<file path="src/rtl/regbank_pkg.sv">
// Shared types and defaults for the register-bank write controller.
// Imported by the arbiter and the top level.
package regbank_pkg;

  localparam int DEF_WIDTH = 16;
  localparam int DEF_NREGS = 8;

  typedef enum logic {
    IDLE = 1'b0,
    LOAD = 1'b1
  } state_t;

  typedef enum logic {
    PORT0 = 1'b0,
    PORT1 = 1'b1
  } port_t;

endpackage

</file>
<file path="src/rtl/rr_arbiter2.sv">
// Two-requester round-robin arbiter with a one-hot grant.
// The grant history only moves on a completed transfer (advance_i).
module rr_arbiter2
  import regbank_pkg::*;
(
  input  logic       clk,
  input  logic       reset,
  input  logic [1:0] req_i,
  input  logic       advance_i,
  output logic [1:0] grant_o
);

  port_t last_grant_q, last_grant_d;

  // NOTE: every signal driven here gets a default first, so no path leaves it unassigned and no latch is inferred.
  always_comb begin
    grant_o      = 2'b00;
    last_grant_d = last_grant_q;
    case (req_i)
      2'b01:   grant_o = 2'b01;
      2'b10:   grant_o = 2'b10;
      2'b11:   grant_o = (last_grant_q == PORT0) ? 2'b10 : 2'b01;
      default: grant_o = 2'b00;
    endcase
    if (advance_i && (grant_o != 2'b00)) begin
      last_grant_d = grant_o[1] ? PORT1 : PORT0;
    end
  end

  // Resetting to PORT1 lets port 0 win the first contention.
  // NOTE: flops use non-blocking assignments so every register samples pre-edge values.
  always_ff @(posedge clk or posedge reset) begin
    if (reset) begin
      last_grant_q <= PORT1;
    end else begin
      last_grant_q <= last_grant_d;
    end
  end

endmodule

</file>
<file path="src/rtl/regbank_write_ctrl.sv">
// Write-port controller for an NREGS x WIDTH register bank: arbitrates two
// writers, sequences one-cycle load strobes, and provides a registered read port.
module regbank_write_ctrl
  import regbank_pkg::*;
#(
  parameter int WIDTH = DEF_WIDTH,
  parameter int NREGS = DEF_NREGS
) (
  input  logic                      clk,
  input  logic                      reset,
  input  logic                      req0_valid,
  input  logic [$clog2(NREGS)-1:0]  req0_addr,
  input  logic [WIDTH-1:0]          req0_data,
  output logic                      req0_ready,
  input  logic                      req1_valid,
  input  logic [$clog2(NREGS)-1:0]  req1_addr,
  input  logic [WIDTH-1:0]          req1_data,
  output logic                      req1_ready,
  input  logic [$clog2(NREGS)-1:0]  rd_addr,
  output logic [WIDTH-1:0]          rd_data,
  output logic                      busy
);

  localparam int ADDR_W = $clog2(NREGS);

  state_t             state_q, state_d;
  logic [ADDR_W-1:0]  pend_addr_q, pend_addr_d;
  logic [WIDTH-1:0]   pend_data_q, pend_data_d;
  logic [WIDTH-1:0]   bank_q [NREGS];
  logic [WIDTH-1:0]   rd_data_q, rd_mux;
  logic [NREGS-1:0]   load_vec;
  logic [1:0]         grant;
  logic               advance;

  assign advance = (state_q == IDLE) && (req0_valid || req1_valid);

  rr_arbiter2 u_arb (
    .clk       (clk),
    .reset     (reset),
    .req_i     ({req1_valid, req0_valid}),
    .advance_i (advance),
    .grant_o   (grant)
  );

  // Ready is only offered from IDLE; grant is already qualified by valid.
  assign req0_ready = (state_q == IDLE) && grant[0];
  assign req1_ready = (state_q == IDLE) && grant[1];
  assign busy       = (state_q == LOAD);
  assign rd_data    = rd_data_q;

  always_comb begin
    state_d     = state_q;
    pend_addr_d = pend_addr_q;
    pend_data_d = pend_data_q;
    case (state_q)
      IDLE: begin
        if (advance) begin
          state_d     = LOAD;
          pend_addr_d = grant[1] ? req1_addr : req0_addr;
          pend_data_d = grant[1] ? req1_data : req0_data;
        end
      end
      LOAD:    state_d = IDLE;
      default: state_d = IDLE;
    endcase
  end

  // Out-of-range pending addresses match no strobe, so the LOAD cycle is spent with no commit.
  always_comb begin
    load_vec = '0;
    for (int i = 0; i < NREGS; i++) begin
      load_vec[i] = (state_q == LOAD) && (pend_addr_q == ADDR_W'(i));
    end
  end

  always_comb begin
    rd_mux = '0;
    for (int i = 0; i < NREGS; i++) begin
      if (rd_addr == ADDR_W'(i)) rd_mux = bank_q[i];
    end
  end

  always_ff @(posedge clk or posedge reset) begin
    if (reset) begin
      state_q     <= IDLE;
      pend_addr_q <= '0;
      pend_data_q <= '0;
      rd_data_q   <= '0;
    end else begin
      state_q     <= state_d;
      pend_addr_q <= pend_addr_d;
      pend_data_q <= pend_data_d;
      rd_data_q   <= rd_mux;
    end
  end

  // NOTE: the bank is built from flops, not a RAM macro, so it can and must clear on reset.
  always_ff @(posedge clk or posedge reset) begin
    if (reset) begin
      for (int i = 0; i < NREGS; i++) bank_q[i] <= '0;
    end else begin
      for (int i = 0; i < NREGS; i++) begin
        if (load_vec[i]) bank_q[i] <= pend_data_q;
      end
    end
  end

endmodule

</file>
<file path="config.mk">
export PLATFORM = sky130hd
export DESIGN_NAME = regbank_write_ctrl
export DESIGN_NICKNAME = d
export VERILOG_FILES = /design/src/rtl/regbank_pkg.sv /design/src/rtl/rr_arbiter2.sv /design/src/rtl/regbank_write_ctrl.sv
export SDC_FILE = /design/constraint.sdc
export NUM_CORES = 1
export LEC_CHECK = 0
export BUFFER_PORTS_ARGS = -buffer_cell sky130_fd_sc_hd__buf_4
export CELL_PAD_IN_SITES_DETAIL_PLACEMENT = 1
export CELL_PAD_IN_SITES_GLOBAL_PLACEMENT = 1
export CORE_ASPECT_RATIO = 0.8
export CORE_MARGIN = 5
export CORE_UTILIZATION = 40
export DETAILED_ROUTE_END_ITERATION = 7
export PLACE_DENSITY_LB_ADDON = 0.1
export SYNTH_ARGS = -nofsm -noshare
export SYNTH_HDL_FRONTEND = slang
export SYNTH_SLANG_ARGS = --single-unit
</file>
<file path="constraint.sdc">
create_clock -name clk -period 5.29 [get_ports clk]
set_clock_uncertainty 0.15 [all_clocks]
set_input_delay 0.529 -clock clk [delete_from_list [all_inputs] [get_ports clk]]
set_output_delay 0.529 -clock clk [all_outputs]
set_load 0.005 [all_outputs]
</file>
==> impl_metrics.tcl, run 1 <==
set metrics [dict create \
    status "finished clean" \
    portBuffers 63 \
    wire_per_inst_um 22.9 \
    io_pins 64 \
    layout_setup_ws_ns 2.46 \
    wl_mm 19.4 \
    ys_ff_latch 165 \
    drt_iter0_markers 383 \
    die_area_sq_um 21600 \
    routed.top_layer "met4" \
    final_max_slew_viol_count 0 \
    chipWidth_um 163 \
    htreeDepth 4 \
    p_leak_nw 3.60 \
    power_density_nw_per_um2 553 \
    synth_nets 576 \
    seq_area_frac_synth_pct 55.2 \
    cts_setup_buffers 0 \
    drt-met1-wl_mm 8.88 \
    worstSkewPairLatency_ns 0.43 \
    setup_tns_ns 0 \
    path_max_fanout 21 \
    drv_cap 0 \
    clockBufferDepth 2 \
    grt_first_pass_wirelength_mm 31.1 \
    fmax_ghz 0.354 \
    hp-class "input pin to async pin" \
    peakVddDrop_mv 0.219 \
    drive_gt1_share_pct 51.9 \
    grt_pass1_vias 5298 \
    synth_top_area_share_pct 54.8 \
    final-setup-viol-count 0 \
    globalRouteOverflowTotal 0 \
    startpoint_type "register" \
    fin_crit_ns 2.83 \
    vias 4690 \
    cts_num_sinks 165 \
    grt_usage_pct 18.8 \
    finalHoldViolCount 0 \
    cts_root_buffer "clkbuf_16" \
    cts_buffers 17 \
    synth_area_sq_um 7480 \
    required_ns 4.61 \
    yosysTopAreaCell "dfrtp_1" \
    r2r_start "busy" \
    path_clk_slew_ns 0.06 \
    worst_ep_arrival_time_ns 2.15 \
    num_antenna_cells 0 \
    grt_start_max_net_pins 76 \
    wl_met2_mm 9.52 \
    ff2ff_path_depth 3 \
    yosysUniqueCellTypes 33 \
    synth_area_per_cell_sq_um 14.1 \
    rows 44 \
    rsz0062_at_grt "no" \
    antenna_found_initial 0 \
    cts_resized 0 \
    r2r_slack_ns 2.85 \
    pre_cts_slack_ns 2.58 \
    worst_pin_slew_ns 1.18 \
    drcViolationCount 0 \
    via_per_inst 5.53 \
    end_kind "primary output" \
    final_nets 628 \
    start_util_pct 40.9 \
    dr_wl_met3_um 749 \
    cts_hold_buf 0 \
    syn_inst 531 \
    stdcell_count 848 \
    dr.pass1.iters 4 \
    cts_tree "built" \
    core_region_area_sq_um 18300 \
    place_inst 817 \
    ys_top_cells_by_area "dfrtp_1 (55%), mux2_2 (24%), o221a_2 (2.9%), a222oi_1 (1.9%), nand2b_1 (1.7%)" \
    synthToLayoutAreaGrowth_pct 17.7 \
    worstSetupPathType "register to primary output" \
    period_share_pct 53.4 \
    place_congestion 0.747 \
    yosysWarnings 0 \
    ant_nets 0 \
    fp.dieH_um 132 \
    relSlewSlack_pct 21.5 \
    startpoint "busy" \
    dp_hpwl_mm 11.6 \
]
## layer usage
layer | track usage [%] | vias to the layer above
li1 | - | 2092
met1 | 25.3 | 2488
met2 | 30.7 | 88
met3 | 5.10 | 22
met4 | 4.10 | 0
met5 | 0 | -
## flip-flops by register name, indices dropped and copies added (netlist names)
register,count
bank_q,128
pend_data_q,16
rd_data,16
pend_addr_q,3
busy,1
u_arb.last_grant_q,1
## cell families after synthesis
family                 count (synthesis)  synth area share [%]
DFF                                  165                  55.2
and+or+nand+nor                       82                  7.39
AOI/OAI and AO/OA                     78                  9.21
buffers and inverters                 43                  3.21
muxes                                163                  25.0
## stage by stage
stage	util [%]	hold slack [ns]	total power, mW	area, sq um
3_3_place_gp	44.4	0.330	3.36	8120
6_report	48.2	0.0550	4.87	8810
3_5_place_dp	44.4	0.335	3.45	8120
5_1_grt	48.2	0.109	5.15	8810
2_1_floorplan	-	0.321	3.03	7480
4_1_cts	48.2	0.0915	4.92	8810
## synth_stat cells
library cell,n
o21a_1,1
o21bai_1,1
nand4b_2,3
mux2_2,160
dfstp_2,1
inv_1,5
or2_2,14
dfrtp_1,164
clkbuf_1,14
a32oi_1,14
nor2_1,1
nand4_2,1
buf_8,1
buf_1,1
nor3_4,1
nor3b_1,1
nand2_1,17
buf_2,12
a31oi_1,14
nor2b_1,17
buf_6,4
a21oi_1,1
nand3b_1,2
nor3b_4,2
nand2b_4,1
nor3_2,1
o221a_2,19
a211oi_1,14
mux4_2,3
a222oi_1,14
and3b_1,1
nand2b_1,20
buf_4,6
## power breakdown
part           internal, mW  switching [mW]  leakage, nW
logic                 0.762           0.418         1.36
registers              1.85           0.391         1.90
clock network         0.953           0.492        0.337
total                  3.57            1.30         3.60
## layout make-up
cell class                      count  area, sq um
Tap cell                          253          317
Inverter                            5         23.8
Clock inverter                     10          225
Timing Repair Buffer               71          533
Multi-Input combinational cell    323         3120
Fill cell                        1829         9470
Sequential cell                   165         4130
Clock buffer                       21          460
## final timing paths
| check | to |
|---|---|
| max | req0_ready |
| min in group clk | pend_data_q[7] |
| min reg2reg | bank_q[27] |
| max reg2reg | bank_q[86] |
| min | bank_q[14] |
| max in group asynchronous | bank_q[127] |
## cells in the final DEF, fill, tap and decap left out, drive strengths merged
cell	instances
o21bai	1
nand3b	2
or2	14
nor3b	3
nor2b	17
inv	5
a31oi	14
nor2	1
and3b	1
nand2	17
nand4b	3
dfrtp	164
mux4	3
buf	71
nand4	1
nand2b	21
a21oi	1
nor3	2
o21a	1
dfstp	1
a222oi	14
a32oi	14
clkinv	3
mux2	160
a211oi	14
bufinv	7
o221a	19
clkbuf	21
## worst max-delay path, stage by stage (launching register included)
cell	delay, ns
dfrtp_1	0.54
nand3b_1	0.83
inv_1	0.21
buf_4	0.14
Note: power is estimated with default switching activity, not from simulation.
==> run 2: changes to the inputs <==
==> constraint.sdc (replaced) <==
create_clock -name clk -period 2.7 [get_ports clk]
set_clock_uncertainty 0.15 [all_clocks]
set_input_delay 0.27 -clock clk [delete_from_list [all_inputs] [get_ports clk]]
set_output_delay 0.27 -clock clk [all_outputs]
set_load 0.005 [all_outputs]
==> impl_metrics.tcl, run 2 (synthesis gave the netlist of run 1 again) <==
set metrics [dict create \
    status "finished clean" \
    cp.buffers_inverters 2 \
    total_power_mw 9.14 \
    dp_hpwl_mm 12.3 \
    worstSetupPathType "register to register" \
    globalRouteOverflowTotal 0 \
    setup_tns_ns 0 \
    critical-path-top-delay-family "buffers and inverters" \
    rows 44 \
    nFillCells 1861 \
    chipWidth_um 163 \
    wire_per_inst_um 22.4 \
    drt_iter0_markers 290 \
    grt_pass1_vias 5642 \
    cp_slowest_cell "dlygate4sd3_1" \
    path_clk_slew_ns 0.06 \
    final_nets 684 \
    grt_first_pass_wirelength_mm 32.5 \
    worst_ep_arrival_time_ns 2.60 \
    wl_mm 20.2 \
    multi_input_area_sq_um 3120 \
    cts_root_buffer "clkbuf_16" \
    mostFrequentLayoutCells "dfrtp_1 (164), mux2_2 (160), buf_4 (85)" \
    grt_usage_pct 19.7 \
    final_common_cell "dfrtp_1" \
    drcViolationCount 0 \
    place_congestion 0.780 \
    ant_nets 0 \
    worstSkewPairLatency_ns 0.43 \
    regArea_sq_um 4130 \
    path_max_fanout 11 \
    core_region_area_sq_um 18300 \
    p_leak_nw 3.76 \
    final-setup-viol-count 0 \
    cts_buffers 17 \
    clockBufferDepth 2 \
    end_kind "register" \
    worst_pin_slew_ns 0.769 \
    drv_cap 0 \
    grt_start_max_net_pins 86 \
    top_register "bank_q" \
    final_max_slew_viol_count 0 \
    num_antenna_cells 0 \
    relSlewSlack_pct 48.7 \
    start_util_pct 40.9 \
    pre_cts_slack_ns 0.598 \
    placed_cell_area_sq_um 8280 \
    drive_gt1_share_pct 49.9 \
    finalHoldViolCount 0 \
    power_density_nw_per_um2 991 \
    via_per_inst 5.50 \
    fin_hold_ws_ns 0.172 \
    fp.dieH_um 132 \
    fin_crit_ns 2.44 \
    cp_slowest_stage_delay_ns 0.56 \
    place_inst 834 \
    largest_reg_flops 128 \
    portBuffers 63 \
    vias 4968 \
    worstPathCellList "nand3b_1 -> buf_4 -> o221a_2 -> dlygate4sd3_1" \
    period_share_pct 90.5 \
    layout_setup_ws_ns 0.257 \
    startpoint_type "register" \
    dr.pass1.iters 5 \
    die_area_sq_um 21600 \
    htreeDepth 4 \
    cts_num_sinks 165 \
    peakVddDrop_mv 0.462 \
    antenna_found_initial 0 \
    final_area_sq_um 9220 \
    required_ns 2.86 \
    synthToLayoutAreaGrowth_pct 23.2 \
    fin_util_pct 50.4 \
    rsz0062_at_grt "no" \
    hp-class "input pin to async pin" \
    fmax_ghz 0.409 \
    io_pins 64 \
    cts_tree "built" \
    stdcell_count 904 \
]
[run 2: cell count changes in the layout (fill, tap and decap cells not counted), sizes merged]
cell / before / now
dlygate4sd3: 0 / 39
buf: 71 / 88
bufinv: 7 / 1
clkinvlp: 0 / 4
clkinv: 3 / 6
inv: 5 / 4
[run 2: routing by layer]
metal	routed length [um]	track usage [%]
met4	401	6.57
met5	0	0
met1	9220	26.1
met3	590	4.22
met2	9990	32.2
[run 2: what timing repair did]
| item | 4_1_cts | 5_1_grt |
|---|---|---|
| endpoints found under the setup margin | 0 | 0 |
| endpoints found under the hold margin | 183 | 0 |
| hold buffers | 39 | 0 |
| buffers inserted | 0 | 0 |
| gates resized for setup | 0 | 0 |
[run 2: area by class of cell]
class                           count  share of cell area (%)
Tap cell                          253                    3.43
Timing Repair Buffer              127                    11.8
Multi-Input combinational cell    323                    33.8
Sequential cell                   165                    44.8
Inverter                            5                   0.244
Clock buffer                       21                    5.00
Clock inverter                     10                   0.896
[run 2: worst min-delay path, stage by stage]
cell	delay, ns
dlygate4sd3_1	0.54
buf_4	0.14
clkinvlp_4	0.16
[run 2: final timing paths]
path	from	end	slack, ns	cells after the start
min	reset	bank_q[78]	0.17	3
min in group clk	req1_valid	busy	0.20	4
max in group asynchronous	reset	bank_q[118]	1.51	4
max reg2reg	busy	pend_data_q[7]	0.26	4
min reg2reg	bank_q[16]	bank_q[16]	0.35	1
max	busy	pend_data_q[7]	0.26	4
[run 2: where the power goes]
group	switching, mW	internal (mW)
clock network	0.989	1.30
registers	0.778	3.63
logic	0.833	1.61
total	2.60	6.54
